[src/rtl/coproc_pkg.sv]
// Shared definitions for the HPS command bridge: opcodes, instruction field
// positions, FSM states, status bit indices and the timeout error word.
package coproc_pkg;

  typedef enum logic [2:0] {
    OP_NOP    = 3'd0,
    OP_WRITE  = 3'd1,
    OP_READ   = 3'd2,
    OP_START  = 3'd3,
    OP_STATUS = 3'd4
  } op_e;

  // Instruction word layout (address field sized for a 16-bit address).
  localparam int OP_LSB    = 0;
  localparam int OP_MSB    = 2;
  localparam int ADDR_LSB  = 3;
  localparam int ADDR_MSB  = 18;
  localparam int WDATA_LSB = 19;
  localparam int WDATA_MSB = 26;
  localparam int PARAM_LSB = 27;
  localparam int PARAM_MSB = 31;

  localparam logic [31:0] ERR_WORD = 32'hDEAD_BEEF;

  typedef enum logic [1:0] {
    IDLE     = 2'd0,
    ISSUE    = 2'd1,
    WAIT_RSP = 2'd2,
    DONE     = 2'd3
  } state_e;

  // Bit positions inside the wait/status word returned to the HPS.
  localparam int WS_BUSY = 0;
  localparam int WS_DONE = 1;

  // Opcodes that actually reach the core; NOP and 5..7 complete locally.
  function automatic logic is_core_op(input logic [2:0] op);
    return (op >= OP_WRITE) && (op <= OP_STATUS);
  endfunction

endpackage

[src/rtl/bridge_timeout_ctr.sv]
// Saturating response timer: cleared when a command is accepted, counts while
// waiting for the core, flags expiry on the last allowed cycle.
module bridge_timeout_ctr #(
  parameter int TIMEOUT = 1048576
) (
  input  logic clk,
  input  logic reset,
  input  logic clear,
  input  logic enable,
  output logic expired
);

  localparam int W = $clog2(TIMEOUT);
  localparam logic [W-1:0] LAST = W'(TIMEOUT - 1);

  logic [W-1:0] count_q;
  logic [W-1:0] count_d;

  // Next count: clear wins, otherwise advance until LAST and stick there.
  always_comb begin
    count_d = count_q;
    if (clear) begin
      count_d = '0;
    end else if (enable && (count_q != LAST)) begin
      count_d = count_q + 1'b1;
    end
  end

  // Count register.
  always_ff @(posedge clk) begin
    if (reset) begin
      count_q <= '0;
    end else begin
      count_q <= count_d;
    end
  end

  // Only meaningful while the bridge is actually waiting on a response.
  assign expired = enable & ~clear & (count_q == LAST);

endmodule

[src/rtl/hps_cmd_bridge.sv]
// Bridges HPS PIO handshake (instruction / req+abort / result / busy+done) to
// the image-filter core's valid/ready command and response-strobe interface.
module hps_cmd_bridge
  import coproc_pkg::*;
#(
  parameter int ADDR_W  = 16,
  parameter int TIMEOUT = 1048576
) (
  input  logic              clk,
  input  logic              reset,
  input  logic [31:0]       instr_i,
  input  logic [1:0]        act_ins_i,
  output logic [31:0]       data_o,
  output logic [1:0]        wait_s_o,
  output logic              cmd_valid_o,
  input  logic              cmd_ready_i,
  output logic [2:0]        cmd_op_o,
  output logic [ADDR_W-1:0] cmd_addr_o,
  output logic [7:0]        cmd_wdata_o,
  output logic [4:0]        cmd_param_o,
  input  logic              rsp_valid_i,
  input  logic [31:0]       rsp_data_i,
  output logic              err_o
);

  state_e              state_q, state_d;
  logic                req_q, req_d;
  logic [31:0]         data_q, data_d;
  logic [1:0]          wait_s_q, wait_s_d;
  logic                cmd_valid_q, cmd_valid_d;
  logic [2:0]          cmd_op_q, cmd_op_d;
  logic [ADDR_W-1:0]   cmd_addr_q, cmd_addr_d;
  logic [7:0]          cmd_wdata_q, cmd_wdata_d;
  logic [4:0]          cmd_param_q, cmd_param_d;
  logic                err_q, err_d;

  logic                abort;
  logic                req_rise;
  logic                tmr_clear;
  logic                tmr_enable;
  logic                tmr_expired;

  assign abort    = act_ins_i[1];
  assign req_rise = act_ins_i[0] & ~req_q;

  // Timer restarts on the accepting handshake and only runs in WAIT_RSP.
  assign tmr_clear  = abort | ((state_q == ISSUE) & cmd_ready_i);
  assign tmr_enable = (state_q == WAIT_RSP) & ~abort;

  bridge_timeout_ctr #(
    .TIMEOUT (TIMEOUT)
  ) u_timeout (
    .clk     (clk),
    .reset   (reset),
    .clear   (tmr_clear),
    .enable  (tmr_enable),
    .expired (tmr_expired)
  );

  // Next-state and next-output logic; abort overrides every FSM transition.
  always_comb begin
    state_d     = state_q;
    req_d       = act_ins_i[0];
    data_d      = data_q;
    wait_s_d    = wait_s_q;
    cmd_valid_d = cmd_valid_q;
    cmd_op_d    = cmd_op_q;
    cmd_addr_d  = cmd_addr_q;
    cmd_wdata_d = cmd_wdata_q;
    cmd_param_d = cmd_param_q;
    err_d       = err_q;

    if (abort) begin
      state_d     = IDLE;
      cmd_valid_d = 1'b0;
      wait_s_d    = 2'b00;
      data_d      = '0;
      err_d       = 1'b0;
    end else begin
      unique case (state_q)
        IDLE: begin
          if (req_rise) begin
            cmd_op_d    = instr_i[OP_MSB:OP_LSB];
            cmd_addr_d  = instr_i[ADDR_LSB +: ADDR_W];
            cmd_wdata_d = instr_i[WDATA_MSB:WDATA_LSB];
            cmd_param_d = instr_i[PARAM_MSB:PARAM_LSB];
            err_d       = 1'b0;
            wait_s_d    = 2'b00;
            if (is_core_op(instr_i[OP_MSB:OP_LSB])) begin
              state_d           = ISSUE;
              cmd_valid_d       = 1'b1;
              wait_s_d[WS_BUSY] = 1'b1;
            end else begin
              // Nothing to send: complete immediately with a zero result.
              state_d           = DONE;
              data_d            = '0;
              wait_s_d[WS_DONE] = 1'b1;
            end
          end
        end
        ISSUE: begin
          if (cmd_ready_i) begin
            state_d     = WAIT_RSP;
            cmd_valid_d = 1'b0;
          end
        end
        WAIT_RSP: begin
          // A response arriving on the expiry cycle still counts as success.
          if (rsp_valid_i) begin
            state_d  = DONE;
            data_d   = rsp_data_i;
            wait_s_d = 2'b00;
            wait_s_d[WS_DONE] = 1'b1;
          end else if (tmr_expired) begin
            state_d  = DONE;
            data_d   = ERR_WORD;
            err_d    = 1'b1;
            wait_s_d = 2'b00;
            wait_s_d[WS_DONE] = 1'b1;
          end
        end
        DONE: begin
          if (!act_ins_i[0]) begin
            state_d  = IDLE;
            wait_s_d = 2'b00;
          end
        end
        default: begin
          state_d = IDLE;
        end
      endcase
    end
  end

  // State and registered outputs; req_q resets high so a stuck req is ignored.
  always_ff @(posedge clk) begin
    if (reset) begin
      state_q     <= IDLE;
      req_q       <= 1'b1;
      data_q      <= '0;
      wait_s_q    <= 2'b00;
      cmd_valid_q <= 1'b0;
      cmd_op_q    <= '0;
      cmd_addr_q  <= '0;
      cmd_wdata_q <= '0;
      cmd_param_q <= '0;
      err_q       <= 1'b0;
    end else begin
      state_q     <= state_d;
      req_q       <= req_d;
      data_q      <= data_d;
      wait_s_q    <= wait_s_d;
      cmd_valid_q <= cmd_valid_d;
      cmd_op_q    <= cmd_op_d;
      cmd_addr_q  <= cmd_addr_d;
      cmd_wdata_q <= cmd_wdata_d;
      cmd_param_q <= cmd_param_d;
      err_q       <= err_d;
    end
  end

  assign data_o      = data_q;
  assign wait_s_o    = wait_s_q;
  assign cmd_valid_o = cmd_valid_q;
  assign cmd_op_o    = cmd_op_q;
  assign cmd_addr_o  = cmd_addr_q;
  assign cmd_wdata_o = cmd_wdata_q;
  assign cmd_param_o = cmd_param_q;
  assign err_o       = err_q;

endmodule

[config.mk]
export PLATFORM = sky130hd
export DESIGN_NAME = hps_cmd_bridge
export DESIGN_NICKNAME = d
export VERILOG_FILES = /design/src/rtl/coproc_pkg.sv /design/src/rtl/bridge_timeout_ctr.sv /design/src/rtl/hps_cmd_bridge.sv
export SDC_FILE = /design/constraint.sdc
export NUM_CORES = 1
export LEC_CHECK = 0
export CORE_ASPECT_RATIO = 1.75
export CORE_UTILIZATION = 50
export CTS_CLUSTER_DIAMETER = 120
export DETAILED_ROUTE_END_ITERATION = 7
export GPL_TIMING_DRIVEN = 1
export PLACE_DENSITY = 0.94
export SYNTH_ARGS = -nofsm -noshare
export SYNTH_HDL_FRONTEND = slang
export SYNTH_HIERARCHICAL = 1
export SYNTH_SLANG_ARGS = --single-unit
[constraint.sdc]
create_clock -name clk -period 5.9 [get_ports clk]
set_clock_uncertainty 0.1 [all_clocks]
set_input_delay 1.475 -clock clk [delete_from_list [all_inputs] [get_ports clk]]
set_output_delay 1.475 -clock clk [all_outputs]
set_load 0.01 [all_outputs]
==> impl_metrics.tcl <==
set metrics [dict create \
    yosys.area_share.simple_pct 21.1 \
    slew_violations 0 \
    fp-row-count 43 \
    areaGrowthSynthToFinish_pct 39.9 \
    leakage_nw 1.99 \
    relSlewSlack_pct 20.5 \
    worst_hold_slack_ps 353 \
    yosys.area_share.adder_pct 1.79 \
    num_vias 4198 \
    synthXorXnorAreaFrac_pct 0 \
    r2r_end "data_o[10]$_SDFFE_PP0P_" \
    min_from "cmd_wdata_o[5]$_SDFFE_PP0P_" \
    clkTransAtPathRegs_ps 60 \
    grt_pass1_vias 4056 \
    finalHoldViolations 0 \
    crit_path_start_kind "input port" \
    cp_slowest_cell "or2_2" \
    synth-compound-area-share_pct 25.9 \
    criticalPathCategory "in2reg" \
    synthFlopType "dfxtp_1" \
    cts.sinks 91 \
    grt_first_pass_wirelength_um 18900 \
    drive_gt1_share_pct 10.4 \
    whs_path_depth 2 \
    cts_resized 0 \
    clk_latency_ps 330 \
    syn_area_um2 4190 \
    synth_seq_area_share_pct 43.4 \
    violations "design-rule violations" \
    synth_area_leaders "dfxtp_1 (43%), nand2_1 (8.5%), o31ai_2 (6.6%), a21oi_1 (5.8%), o211ai_1 (4.5%)" \
    crit_arrival_ps 4980 \
    wl_per_cell_um 17.2 \
    ys_seq_elements 91 \
    dpl.cell_count 679 \
    grt_overflow 0 \
    grt_max_degree 38 \
    numCtsBuffers 9 \
    root_buffer "clkbuf_16" \
    drc 13 \
    fin_crit_ps 4840 \
    post_cts_buffers 0 \
    path_cells "clkdlybuf4s50_1 > nor2b_1 > and4_2 > nand2_2 > nor3_1 > nor3b_1 > a211o_1 > buf_4 > or2_2 > o31ai_1" \
    total_power_w 0.00137 \
    place.gp.congestion 0.900 \
    initial_utilization_pct 52.3 \
    grt_use_total_pct 27.4 \
    yosysTopAreaCell "dfxtp_1" \
    clock_path_buffers 2 \
    rsz0062_at_grt "false" \
    synth_cell_types 52 \
    cpLargestDelayFamily "simple AND/OR/NAND/NOR gates" \
    routed_wl_um 11900 \
    fillers 556 \
    clock.fmax_ghz 0.207 \
    setup_tns_ps 0 \
    end_kind "register" \
    port_buffers 137 \
    synth_fp_nets 558 \
    synth_edf_count 0 \
    worstMarginPinSlew_ps 1190 \
    outcome "finished with violations" \
    drt_pass1_iterations 7 \
    io_pins 138 \
    drt_iter0_drc 318 \
    reg2reg_depth 11 \
    synth_mux_area_share_pct 3.10 \
    die_width_um 71.2 \
    setup_viol 0 \
    whs_endpoint "cmd_wdata_o[5]$_SDFFE_PP0P_" \
    dieArea_um2 8770 \
    path_buf_inv 2 \
    crit_required_ps 6040 \
    syn_inst 482 \
    ys_warn_count 6 \
    hpwl_um 8210 \
    core_area_um2 8020 \
    cts_hold_buf 0 \
    final_antenna_net_count 0 \
    hp-class "reg2reg" \
    cts.htree.levels 3 \
    routed_via_density 6.04 \
    n_antenna_cell 0 \
    layout.nets 676 \
    crit_fanout 32 \
    reg2reg_from "state_q[0]$_SDFFE_PP0P_" \
    grt_antenna_before_repair 0 \
    irDropWorstVdd_uv 177 \
    yosys.area.top_type_share_pct 43.4 \
    period_share_pct 82.0 \
    die_y_um 123 \
    path_depth 10 \
    final_cell_mix "clkdlybuf4s50_1 (137), nand2_1 (95), dfxtp_1 (91)" \
    max_stage_delay_ps 640 \
    p_per_area_nw_per_um2 234 \
    synth_top_family_by_area "compound AO/OA/AOI/OAI gates" \
    r2r_slack_ps 2100 \
    drv_cap 0 \
    syn_area_per_cell_um2 8.70 \
    async_reset_ff_share_pct 0 \
    finalNonFillerCells 695 \
    cts_tree "built" \
    layout_commonest_cell "clkdlybuf4s50_1" \
]
==> cell type report <==
class                      count  area (um2)  share of cell area (%)
clock inverter                 6        87.6                    1.49
tap                           90         113                    1.92
clock buffer                  10         229                    3.90
sequential                    91        1820                    31.1
timing repair buffer         142        1410                    24.0
inverter                       7        26.3                   0.448
multi-input combinational    349        2180                    37.2
==> metal layers <==
| metal | wire, um | track usage [%] | up-vias |
|---|---|---|---|
| met5 | 0 | 0 | - |
| met4 | 362 | 14.0 | 0 |
| met3 | 707 | 6.85 | 34 |
| li1 | - | - | 1995 |
| met2 | 6450 | 49.9 | 182 |
| met1 | 4410 | 28.7 | 1987 |
==> kinds of logic (layout without fill, tap and decap cells) <==
kind of cell,Yosys count,after routing
AOI/OAI and AO/OA,155,155
buffers and inverters,42,165
adders and majority gates,6,6
muxes,13,13
DFF,91,91
and+or+nand+nor,175,175
==> worst max-delay path by stage <==
stage	from	to
finish	act_ins_i[1]	data_o[10]$_SDFFE_PP0P_
detailed placement	act_ins_i[1]	data_o[9]$_SDFFE_PP0P_
floorplan	act_ins_i[1]	data_o[6]$_SDFFE_PP0P_
global placement	act_ins_i[1]	data_o[9]$_SDFFE_PP0P_
CTS	act_ins_i[1]	data_o[10]$_SDFFE_PP0P_
global route	act_ins_i[1]	data_o[10]$_SDFFE_PP0P_
==> synthesized netlist by cell type, types with 2 or more instances <==
| cell type | number |
|---|---|
| o211ai_1 | 25 |
| buf_6 | 5 |
| nand3_1 | 8 |
| or2_2 | 5 |
| a211oi_1 | 2 |
| nand3b_1 | 2 |
| a31oi_1 | 6 |
| clkbuf_1 | 28 |
| or4_1 | 5 |
| and4_4 | 2 |
| nor2_1 | 13 |
| and4_2 | 2 |
| nand4_1 | 6 |
| nor4_1 | 5 |
| o31ai_2 | 22 |
| nand2_1 | 95 |
| inv_1 | 7 |
| a21o_1 | 2 |
| a21oi_1 | 49 |
| nor2b_1 | 2 |
| ha_1 | 6 |
| and3_2 | 2 |
| o21ai_0 | 30 |
| o31ai_1 | 7 |
| mux2i_1 | 13 |
| nand2b_1 | 2 |
| and3_1 | 5 |
| o21a_1 | 2 |
| or3_1 | 5 |
| dfxtp_1 | 91 |
| and4_1 | 3 |
| o31a_2 | 2 |
| nor3_1 | 4 |
==> stage by stage <==
step,cell area [um2],utilization (%),setup slack (ps)
3_5_place_dp,5550,69.2,871
5_1_grt,5870,73.2,793
6_report,5870,73.2,1060
3_3_place_gp,5550,69.2,1080
2_1_floorplan,4190,-,2180
4_1_cts,5870,73.2,1150
==> power breakdown <==
part	total [W]	switching, W	internal [W]	leakage [nW]
clock	0.000606	0.000234	0.000372	0.157
combinational	0.000142	0.0000739	0.0000682	1.10
sequential	0.000625	0.00000395	0.000621	0.734
total	0.00137	0.000312	0.00106	1.99
==> tightest hold or removal path: stages (launching register included) <==
cell and delay [ps]:
dfxtp_1 310, nand2_1 50, a21oi_1 50
==> registers in the layout, summed over array words and instances (netlist names), 2 cells and up <==
name	count
cmd_param_o	5
u_timeout/count_q	20
wait_s_o	2
cmd_addr_o	16
state_q	2
cmd_wdata_o	8
data_o	32
cmd_op_o	3
(Power assumes the default switching activity.)
